===== config.mk =====
export PLATFORM = sky130hd
export DESIGN_NAME = bounce_gen_flat
export DESIGN_NICKNAME = d
export VERILOG_FILES = /design/src/rtl/bounce_gen_pkg.sv /design/src/rtl/bounce_gen_if.sv /design/src/rtl/lfsr8.sv /design/src/rtl/bounce_gen.sv /design/src/flat_wrapper.sv
export SDC_FILE = /design/constraint.sdc
export NUM_CORES = 1
export LEC_CHECK = 0
export ABC_AREA = 0
export BUFFER_PORTS_ARGS = -buffer_cell sky130_fd_sc_hd__buf_2
export CORE_UTILIZATION = 63
export CTS_CLUSTER_SIZE = 30
export DETAILED_ROUTE_END_ITERATION = 10
export PLACE_DENSITY = 0.82
export SYNTH_ARGS = -nofsm -noshare
export SYNTH_HDL_FRONTEND = slang
export SYNTH_SLANG_ARGS = --single-unit

===== constraint.sdc =====
create_clock -name clk -period 5.5 [get_ports clk]
set_clock_uncertainty 0.2 [all_clocks]
set_input_delay 0.275 -clock clk [delete_from_list [all_inputs] [get_ports clk]]
set_output_delay 0.275 -clock clk [all_outputs]
set_load 0.02 [all_outputs]

===== src/rtl/bounce_gen_pkg.sv =====
// Shared constants for the switch-bounce emulator: state codes, LFSR taps and seed helpers.
package bounce_gen_pkg;

  localparam logic [1:0] ST_IDLE       = 2'd0;
  localparam logic [1:0] ST_GLITCH_ON  = 2'd1;
  localparam logic [1:0] ST_GLITCH_OFF = 2'd2;
  localparam logic [1:0] ST_SETTLE     = 2'd3;

  // x^8+x^6+x^5+x^4+1 expressed as a mask over the shift register stages
  localparam logic [7:0] LFSR_TAPS    = 8'hB8;
  localparam logic [7:0] DEFAULT_SEED = 8'hA5;

  // An all-zero LFSR would lock up, so a zero seed is promoted to 1.
  function automatic logic [7:0] lfsr_seed_fix(input logic [7:0] seed);
    return (seed == 8'h00) ? 8'h01 : seed;
  endfunction

  function automatic logic [7:0] lfsr_next(input logic [7:0] v);
    return {v[6:0], ^(v & LFSR_TAPS)};
  endfunction

endpackage


===== src/rtl/bounce_gen_if.sv =====
// Level-in / bouncing-level-out bundle between a stimulus source and the bounce emulator.
interface bounce_gen_if;
  logic clean_in;
  logic bounce_out;
  logic busy;
  logic done;

  modport master (output clean_in, input bounce_out, input busy, input done);
  modport slave  (input clean_in, output bounce_out, output busy, output done);
endinterface


===== src/rtl/lfsr8.sv =====
// 8-bit Fibonacci LFSR, shifts every cycle; absent when BOUNCE_GEN_FIXED_EN is defined.
`ifndef BOUNCE_GEN_FIXED_EN
module lfsr8
  import bounce_gen_pkg::*;
#(
  parameter logic [7:0] SEED = DEFAULT_SEED
) (
  input  logic       clk,
  input  logic       rst,
  output logic [7:0] o_lfsr
);

  logic [7:0] r_lfsr;

  always_ff @(posedge clk or posedge rst) begin
    if (rst) begin
      r_lfsr <= lfsr_seed_fix(SEED);
    end else begin
      r_lfsr <= lfsr_next(r_lfsr);
    end
  end

  assign o_lfsr = r_lfsr;

endmodule
`endif


===== src/rtl/bounce_gen.sv =====
// Switch-bounce emulator: turns each clean level change into glitch pairs plus a settle period.
// Define BOUNCE_GEN_FIXED_EN for maximal, LFSR-free (deterministic) gaps and bounce counts.
module bounce_gen
  import bounce_gen_pkg::*;
#(
  parameter int unsigned GAP_W      = 2,
  parameter int unsigned CNT_W      = 2,
  parameter int unsigned SETTLE_CYC = 8,
  parameter logic [7:0]  SEED       = DEFAULT_SEED
) (
  input  logic         clk,
  input  logic         rst,
  bounce_gen_if.slave  bif
);

  localparam int unsigned SET_W = (SETTLE_CYC > 1) ? $clog2(SETTLE_CYC) : 1;

  logic [1:0]       r_state;
  logic             r_bounce;
  logic             r_stable;
  logic             r_target;
  logic             r_busy;
  logic             r_done;
  logic [GAP_W-1:0] r_gap;
  logic [CNT_W:0]   r_bnc;
  logic [SET_W-1:0] r_settle;

  logic [GAP_W-1:0] w_gap_load;
  logic [CNT_W:0]   w_bnc_load;
  logic             w_restart;

`ifdef BOUNCE_GEN_FIXED_EN
  assign w_gap_load = '1;
  assign w_bnc_load = (CNT_W + 1)'(2 ** CNT_W);
`else
  logic [7:0] w_lfsr;
  logic       w_unused_lfsr;

  lfsr8 #(
    .SEED (SEED)
  ) u_lfsr (
    .clk    (clk),
    .rst    (rst),
    .o_lfsr (w_lfsr)
  );

  assign w_gap_load    = w_lfsr[GAP_W-1:0];
  assign w_bnc_load    = {1'b0, w_lfsr[GAP_W+CNT_W-1:GAP_W]} + (CNT_W + 1)'(1);
  assign w_unused_lfsr = ^w_lfsr;
`endif

  // A level change against whatever we are heading for (re)starts the sequence.
  assign w_restart = (r_state == ST_IDLE) ? (bif.clean_in != r_stable)
                                          : (bif.clean_in != r_target);

  always_ff @(posedge clk or posedge rst) begin
    if (rst) begin
      r_state  <= ST_IDLE;
      r_bounce <= 1'b0;
      r_stable <= 1'b0;
      r_target <= 1'b0;
      r_busy   <= 1'b0;
      r_done   <= 1'b0;
      r_gap    <= '0;
      r_bnc    <= '0;
      r_settle <= '0;
    end else begin
      r_done <= 1'b0;
      if (w_restart) begin
        r_target <= bif.clean_in;
        r_bounce <= bif.clean_in;
        r_gap    <= w_gap_load;
        r_bnc    <= w_bnc_load;
        r_state  <= ST_GLITCH_ON;
        r_busy   <= 1'b1;
      end else begin
        case (r_state)
          ST_GLITCH_ON: begin
            if (r_gap == '0) begin
              r_state  <= ST_GLITCH_OFF;
              r_bounce <= ~r_target;
              r_gap    <= w_gap_load;
            end else begin
              r_gap <= r_gap - GAP_W'(1);
            end
          end
          ST_GLITCH_OFF: begin
            if (r_gap == '0) begin
              r_bnc    <= r_bnc - (CNT_W + 1)'(1);
              r_bounce <= r_target;
              if (r_bnc == (CNT_W + 1)'(1)) begin
                r_state  <= ST_SETTLE;
                r_settle <= SET_W'(SETTLE_CYC - 1);
              end else begin
                r_state <= ST_GLITCH_ON;
                r_gap   <= w_gap_load;
              end
            end else begin
              r_gap <= r_gap - GAP_W'(1);
            end
          end
          ST_SETTLE: begin
            if (r_settle == '0) begin
              r_state  <= ST_IDLE;
              r_stable <= r_target;
              r_busy   <= 1'b0;
              r_done   <= 1'b1;
            end else begin
              r_settle <= r_settle - SET_W'(1);
            end
          end
          default: ;
        endcase
      end
    end
  end

  assign bif.bounce_out = r_bounce;
  assign bif.busy       = r_busy;
  assign bif.done       = r_done;

endmodule


===== src/flat_wrapper.sv =====
// flat-port wrapper written by rule: the top's interface ports become plain ports
module bounce_gen_flat import bounce_gen_pkg::*;
#(
  parameter int unsigned GAP_W      = 2,
  parameter int unsigned CNT_W      = 2,
  parameter int unsigned SETTLE_CYC = 8,
  parameter logic [7:0]  SEED       = DEFAULT_SEED
)
  (clk, rst, bif_clean_in, bif_bounce_out, bif_busy, bif_done);
  bounce_gen_if bif_i ();
  input  logic clk;
  input  logic rst;
  input wire logic [$bits(bif_i.clean_in)-1:0] bif_clean_in;
  output wire logic [$bits(bif_i.bounce_out)-1:0] bif_bounce_out;
  output wire logic [$bits(bif_i.busy)-1:0] bif_busy;
  output wire logic [$bits(bif_i.done)-1:0] bif_done;
  assign bif_i.clean_in = bif_clean_in;
  assign bif_bounce_out = bif_i.bounce_out;
  assign bif_busy = bif_i.busy;
  assign bif_done = bif_i.done;
  bounce_gen #(.GAP_W(GAP_W), .CNT_W(CNT_W), .SETTLE_CYC(SETTLE_CYC), .SEED(SEED)) u_core (.clk(clk), .rst(rst), .bif(bif_i));
endmodule

# == After elaboration in Yosys (flattened, before gate mapping) ==
# Cells that the tools add are included.
# op_classes
mux,29
eq_ne,13
n_bitwise,2
reduce_logical,18
n_addsub,4
# ops
cell,n
$mux W2,9
$mux W3,6
$mux W1,10
$reduce_bool A2 Y1,5
$ne A3 B1 Y1 const B,3
$reduce_xor A8 Y1,1
$pmux W2 S3,1
$pmux W3 S2,1
$reduce_and A2 Y1,3
$reduce_and A3 Y1,2
$sub A3 B1 Y3 const B,2
$reduce_and A5 Y1,1
$eq A2 B2 Y1 const B,2
$logic_not A2 Y1,2
$ne A2 B1 Y1 const B,2
$ne A4 B3 Y1 const B,1
$pmux W2 S2,1
$reduce_and A4 Y1,1
$reduce_bool A4 Y1,1
$add A2 B1 Y3 const B,1
$eq A3 B1 Y1 const B,1
$logic_not A3 Y1,1
$reduce_bool A3 Y1,1
$eq A2 B1 Y1 const B,1
5 further kinds,7
# word_totals
out_inout_bits,3
input_bits,3
wordCells,76
regBits,23

# == Depth between registers and ports, before layout ==
# Gate-level depths: netlist (run 1).
# logic_depth
ltp_word,5
mapped_depth,7
depth_no_buf,6

# == Hierarchy ==
# From an unflattened synthesis (run 1), not the netlist that was laid out.
# unflattened
hier_cells,116
hier_area_um2,1196.1
# modules_own_cells
mod,cells_each,seq_area_each_um2,n_inst,area_per_inst_um2
bounce_gen,104,375.4,1,960.9
lfsr8,12,205.2,1,235.2

# == Least setup slack after synthesis (run 1) ==
# OpenSTA, ideal clock, no wires.
# synth_path
kind,reg2reg
from,reg u_core.r_state[0]
to,reg u_core.r_settle[0]
required_ps,5172
setup_time_ps,128
n_path_buf,0
period_less_slack_ps,2054
path_stages_with_launch,7
path_slack_ps,3446
arrival_ps,1726
cell_sequence,dfrtp_1 inv_1 ha_1 mux2i_2 xor2_1 o2111ai_2 mux2_1
# synth_via
elab_chain_len,4
elab_cells_between_ends,11
classes_between,eq/ne: 5; mux: 2; bitwise: 1; reduce/logical: 3
# synth_lines
element,line_no,rtl
start: declaration,bounce_gen.sv:18,logic [1:0] r_state;
start signal: assignment,bounce_gen.sv:58,r_state <= ST_IDLE;
start signal: assignment,bounce_gen.sv:74,r_state <= ST_GLITCH_ON;
start signal: assignment,bounce_gen.sv:80,r_state <= ST_GLITCH_OFF;
branches (longest 4 deep; another with $reduce_and A5 Y1),--,
end signal: assignment,bounce_gen.sv:93,r_settle <= SET_W'(SETTLE_CYC - 1);
end signal: assignment,bounce_gen.sv:109,r_settle <= r_settle - SET_W'(1);
end: declaration,bounce_gen.sv:26,logic [SET_W-1:0] r_settle;
# Parallel ways; which one is timed is not known.
# A chain may end at the register's enable or synchronous reset.

# == Worst setup path in the final report (run 1) ==
# Same ends and word-level chain as after synthesis.

==> flow_summary.toml, run 1 <==
[floorplan]
core_area_um2 = 1750
rows = 15
die_h_um = 45.5
die_w_um = 45.5
dieArea_um2 = 2070
ios = 6
initial_utilization = 0.682

[cells_and_area]
final_common_cell = "dfrtp_1"
final_cell_mix = "19 x dfrtp_1, 15 x nand2_1, 9 x inv_1, 9 x ha_1, 7 x nor2_1"
nFillCells = 138
utilization = 0.730
area_growth_pct = 6.93
seq_area_um2 = 581
fin_cells = 146
diodes = 0
drive_gt1_frac = 0.140
fin_nets = 134
multi_input_area_um2 = 566

[grt]
antenna_found_initial = 0
grt_pass1_wl_um = 2970
grtUsageMet1 = 0.286
grt.busiest_layer = "met2"
grtUsageTotal = 0.206
grt_pass1_vias = 664
grt_util_met3 = 0.0238
grt_overflow = 0
met2_usage = 0.317
grt_max_degree = 24

[worst_setup_path]
r2r_start = "u_core.r_state[0]"
cp-endpoint = "u_core.r_settle[0]"
max_stage_delay_ps = 670
worst-setup-path-type = "flip-flop to flip-flop"
required_ps = 5500
worstPathCellList = "inv_1 > ha_1 > mux2i_2 > xor2_1 > o2111ai_2 > mux2_1"
regToRegEndpoint = "u_core.r_settle[0]"
cp_max_fo = 11
critPathCaptureType = "flip-flop"
cp_num_cells = 6
reg2reg_depth = 6
cp.arrival_ps = 2730
r2r_setup_slack_ps = 2770
setup.worst_path.start = "u_core.r_state[0]"
critPathBufInv = 1
cp_top_family = "multiplexers"
slowest_stage = "xor2_1"
start_kind = "flip-flop"

[yosys]
synth_xor_xnor_area_share = 0.0578
synth_top_family_by_area = "simple AND/OR/NAND/NOR gates"
ys_types = 33
netlist_instances = 113
synth_area_um2 = 1190
synth_adder_area_share = 0.0945
synth_compound_area_frac = 0.121
synth-simple-area-share = 0.145
syn-num-nets = 125
avgSynthCellArea_um2 = 10.5
synthMuxAreaShare = 0.0567
synth_seq_cells = 23
ys_warn_count = 0
ys_seq_area_frac = 0.487

[placement]
gp_congestion = 0.790
hpwl_um = 1380
dp_cells = 141
portBuffers = 5

[timing]
slew_headroom = 0.448
slew_violations = 0
fin_tns_setup_ps = 0
grt_setup_unrepaired = "no"
period_needed_ps = 2730
max_freq_ghz = 0.366
whs_ps = 116
hold_viol = 0
setup_viol = 0
fin_crit_sh = 0.497
worstMarginPinSlew_ps = 828

[pwr]
irDropWorstVdd_mv = 0.358
power_density_nw_per_um2 = 431
p_leak_nw = 0.594

[clock_tree]
cts_buffers = 3
clk_path_buf_depth = 2
cts.sinks = 23
htree_levels = 1
cts_hold_buf = 1
cts_tree = "built"
post_cts_buffers = 0
cts_root_buf = "clkbuf_4"
cts_resized = 0
clock_latency_ps = 300
clk_pin_slew_ps = 120

[status]
status = "finished clean"

[detailed_routing]
postRouteAntennaNets = 0
via_count = 791
post-route-drc-count = 0
wl_um = 1880
drt_iter0_drc = 6
wire_per_inst_um = 12.8
via_per_inst = 5.42
dr.pass1.iters = 4

[min_path]
hold_path_class = "input port to flip-flop"

[flow_run]
drv_cap = 0
## where the power goes
| part | internal [mW] | switching, mW | total, mW |
|---|---|---|---|
| clock | 0.0271 | 0.0479 | 0.0750 |
| sequential | 0.201 | 0.0269 | 0.228 |
| combinational | 0.104 | 0.142 | 0.246 |
| total | 0.332 | 0.217 | 0.549 |
## routing by layer
metal	vias up	part of all wire	wire, um
met5	-	0	0
met4	0	0.0069	13
met3	2	0.016	30
met2	7	0.50	933
met1	385	0.48	897
li1	397	-	-
## kinds of logic (layout without fill, tap and decap cells)
family / Yosys count / count (layout)
AOI/OAI and AO/OA: 22 / 22
xor gates and xnor gates: 7 / 7
adders and majority gates: 9 / 9
buffers and inverters: 11 / 19
DFF: 23 / 23
muxes: 6 / 6
and+or+nand+nor: 35 / 35
## through the flow
step / cell area [um^2] / setup slack (ps) / power [mW]
finish: 1270 / 2770 / 0.549
global placement: 1240 / 2910 / 0.468
CTS: 1270 / 2810 / 0.553
floorplan: 1190 / 3450 / 0.433
global route: 1270 / 2600 / 0.592
detailed placement: 1240 / 2830 / 0.478
## cells in the mapped netlist
library cell	instances	area [um^2]
a21oi_1	5	25.0
o2111ai_2	1	15.0
xnor2_2	1	16.3
xnor2_1	3	26.3
o21bai_1	1	7.51
nand2_1	15	56.3
nand3b_1	3	22.5
and3b_1	1	8.76
o2bb2ai_1	2	17.5
o21ai_0	5	25.0
buf_1	1	3.75
nor2b_1	1	6.26
mux2i_2	1	13.8
nand3_1	4	20.0
mux2i_1	2	20.0
nor2_1	7	26.3
a21boi_0	1	7.51
or3b_2	1	8.76
a211oi_1	1	7.51
xor2_1	3	26.3
or4b_1	1	10.0
o21ai_1	2	10.0
o22ai_1	1	6.26
dfrtp_1	19	475
inv_1	9	33.8
nor3b_1	1	7.51
a22oi_1	1	7.51
dfstp_2	4	105
ha_1	9	113
mux2_1	3	33.8
o211ai_1	2	15.0
buf_4	1	7.51
nand2b_1	1	6.26
## registers in the layout, indices dropped and copies added, names as in the netlist
register / count
u_core.r_gap: 2
u_core.bif.busy: 1
u_core.bif.done: 1
u_core.r_bnc: 3
u_core.bif.bounce_out: 1
u_core.u_lfsr.o_lfsr: 8
u_core.r_stable: 1
u_core.r_state: 2
u_core.r_target: 1
u_core.r_settle: 3
## worst register-to-register path, stage by stage, from the launching register on
cell and delay, ps:
dfrtp_1 440, inv_1 100, ha_1 280, mux2i_2 350, xor2_1 670, o2111ai_2 250
mux2_1 350
## area by class of cell
cell class / count / share of cell area
clock buffer: 3 / 0.0177
clock inverter: 1 / 0.00393
inverter: 9 / 0.0265
multi-input combinational: 79 / 0.444
sequential: 23 / 0.456
tap: 25 / 0.0246
timing repair buffer: 6 / 0.0275
## how the worst min path moves through the flow
stage                                         end  cells past startpoint               startpoint
after floorplan             u_core.bif.bounce_out                      1                      rst
after global routing              u_core.r_target                      3             bif_clean_in
final                             u_core.r_target                      3             bif_clean_in
after global placement    u_core.u_lfsr.o_lfsr[7]                      0  u_core.u_lfsr.o_lfsr[6]
after detailed placement  u_core.u_lfsr.o_lfsr[7]                      0  u_core.u_lfsr.o_lfsr[6]
after CTS                         u_core.r_target                      3             bif_clean_in
Note: power is estimated with default switching activity, not from simulation.
==> inputs of run 2 (changes only) <==
Settings changed: ABC_AREA 0 to 1, CORE_UTILIZATION 63 to 53, PLACE_DENSITY 0.82 to 0.73.
Clock period 5.5 ns to 2.2 ns, I/O delays scaled along.
==> flow_summary.toml, run 2 <==
[grt]
grt_max_degree = 24
grt_pass1_vias = 847
grt_pass1_wl_um = 3390
antenna_found_initial = 0
grtUsageTotal = 0.176
grt_overflow = 0

[clock_tree]
clk_path_buf_depth = 2
cts_tree = "built"
cts.sinks = 23
htree_levels = 1
clk_pin_slew_ps = 130
cts_root_buf = "clkbuf_4"
post_cts_buffers = 0
cts_buffers = 3
clock_latency_ps = 320

[yosys]
synthFlopType = "dfrtp_1"
netlist_instances = 150
async_flop_share = 1.00
synth_top_cell_by_area = "dfrtp_1"
synth_edf_count = 0
synth_commonest_cells = "53 x nand2_1, 19 x dfrtp_1, 18 x inv_1"
ys_warn_count = 0
synth_top_area_frac = 0.367
syn-num-nets = 162
ys_seq_area_frac = 0.448
synth_seq_cells = 23
yosys-top-cells-area = "dfrtp_1 37%, nand2_1 15%, ha_1 8.7%"
synth_most_common_cell = "nand2_1"
synth_area_um2 = 1300
ys_types = 24
avgSynthCellArea_um2 = 8.64

[detailed_routing]
wl_um = 2010
postRouteAntennaNets = 0
dr.pass1.iters = 4
via_per_inst = 4.79
via_count = 895
post-route-drc-count = 0
drt_iter0_drc = 11
wire_per_inst_um = 10.7

[worst_setup_path]
max_stage_delay_ps = 410
required_ps = 2210
slowest_stage = "dfrtp_1"
worstPathCellList = "inv_1 > ha_1 > inv_1 > nand2_1 > nand3_1 > nand2_2 > o21ai_2 > nand2_2 > nand2_1 > nand2_1"
path_common_cell = "nand2_1"
cp.arrival_ps = 1840
cp_top_family = "simple AND/OR/NAND/NOR gates"
cp_max_fo = 11
critPathCaptureType = "flip-flop"
worst-setup-path-type = "flip-flop to flip-flop"
start_kind = "flip-flop"
critPathBufInv = 2
r2r_setup_slack_ps = 370

[floorplan]
initial_utilization = 0.575
rows = 17
die_h_um = 51.5
dieArea_um2 = 2650
core_area_um2 = 2250
die_w_um = 51.5
ios = 6

[placement]
hpwl_um = 1550
gp_congestion = 0.853
portBuffers = 5
dp_cells = 182

[timing]
hold_viol = 0
slew_violations = 0
fin_tns_setup_ps = 0
period_needed_ps = 1830
max_freq_ghz = 0.547
worstMarginPinSlew_ps = 844
setup_viol = 0
slew_headroom = 0.437
grt_setup_unrepaired = "no"
fin_crit_sh = 0.830

[cells_and_area]
largest_reg_flops = 8
area_growth_pct = 6.56
final_common_cell = "nand2_1"
drive_gt1_frac = 0.195
nFillCells = 219
fin_nets = 172
fin_cells = 187
final_cell_mix = "53 x nand2_1, 19 x dfrtp_1, 18 x inv_1, 10 x nand3_1, 9 x ha_1"
diodes = 0

[flow_run]
drv_cap = 0

[pwr]
p_leak_nw = 0.734
irDropWorstVdd_mv = 0.735
power_density_nw_per_um2 = 1310

[min_path]
hold_path_class = "input port to flip-flop"

[status]
status = "finished clean"
-- run 2: cell count changes after synthesis, moves of 3 or more --
cell     previous run  this run
nand2_1            15        53
inv_1               9        18
nand3_1             4        10
a21oi_1             5         0
nand2_2             0         4
inv_2               0         3
mux2_1              3         0
nor2_1              7         4
nor2_2              0         3
-- run 2: worst paths after layout --
path | start | to | depth (start not counted)
worst max-delay path | u_core.r_state[0] | u_core.r_state[1] | 10
worst min-delay path | bif_clean_in | u_core.r_target | 5
worst max register to register | u_core.r_state[0] | u_core.r_state[1] | 10
worst min register to register | u_core.u_lfsr.o_lfsr[6] | u_core.u_lfsr.o_lfsr[7] | 0
max in group asynchronous | rst | u_core.r_settle[1] | 3
min in group asynchronous | rst | u_core.u_lfsr.o_lfsr[4] | 3
-- run 2: worst min-delay path, stage by stage --
cell	delay (ps)
buf_2	120
nand3_1	160
nand2_1	70
nand2_1	50
inv_1	30
-- run 2: area by class of cell --
cell class | count | area, um^2 | area share
sequential | 23 | 581 | 0.420
multi-input combinational | 105 | 622 | 0.450
clock buffer | 3 | 22.5 | 0.0163
inverter | 21 | 78.8 | 0.0571
tap | 28 | 35.0 | 0.0254
clock inverter | 1 | 7.51 | 0.00543
timing repair buffer | 6 | 35.0 | 0.0254
-- run 2: stage by stage --
stage | util | setup WS [ps] | instance area, um^2 | total power [mW] | hold slack, ps
6_report | 0.613 | 373 | 1380 | 1.81 | 41.5
4_1_cts | 0.613 | 356 | 1380 | 1.84 | 37.2
3_5_place_dp | 0.595 | 376 | 1340 | 1.63 | 108
5_1_grt | 0.613 | 238 | 1380 | 1.99 | 67.9
2_1_floorplan | - | 592 | 1300 | 1.49 | -91.0
3_3_place_gp | 0.595 | 438 | 1340 | 1.60 | 109
-- run 2: power breakdown --
part / leakage (nW) / internal (mW) / switching [mW]
Sequential: 0.281 / 0.535 / 0.0830
Clock: 0.0139 / 0.0694 / 0.130
Combinational: 0.439 / 0.368 / 0.629
Total: 0.734 / 0.972 / 0.842
-- run 2: repair_timing --
item	in CTS	in global routing
hold buffers	1	0
setup endpoints to repair	0	0
resized for setup	0	0
hold endpoints to repair	19	0
-- run 2: metal layers --
layer  global-route usage  part of all wire  wire length, um  vias up
li1                     -                 -                -      481
met1                0.211              0.49              987      403
met2                0.305              0.48              964        6
met3               0.0357             0.016               32        5
met4               0.0676             0.013               26        0
met5                    0                 0                0        -
-- run 2: cells by family (layout without fill, tap and decap cells) --
| family | count (synthesis) | after routing | synth area share |
|---|---|---|---|
| AND/OR/NAND/NOR | 79 | 79 | 0.282 |
| XOR/XNOR | 6 | 6 | 0.0405 |
| AO/OA/AOI/OAI | 11 | 11 | 0.0705 |
| flip-flops | 23 | 23 | 0.448 |
| adder cells (fa/ha/maj) | 9 | 9 | 0.0869 |
| buffers and inverters | 22 | 31 | 0.0724 |
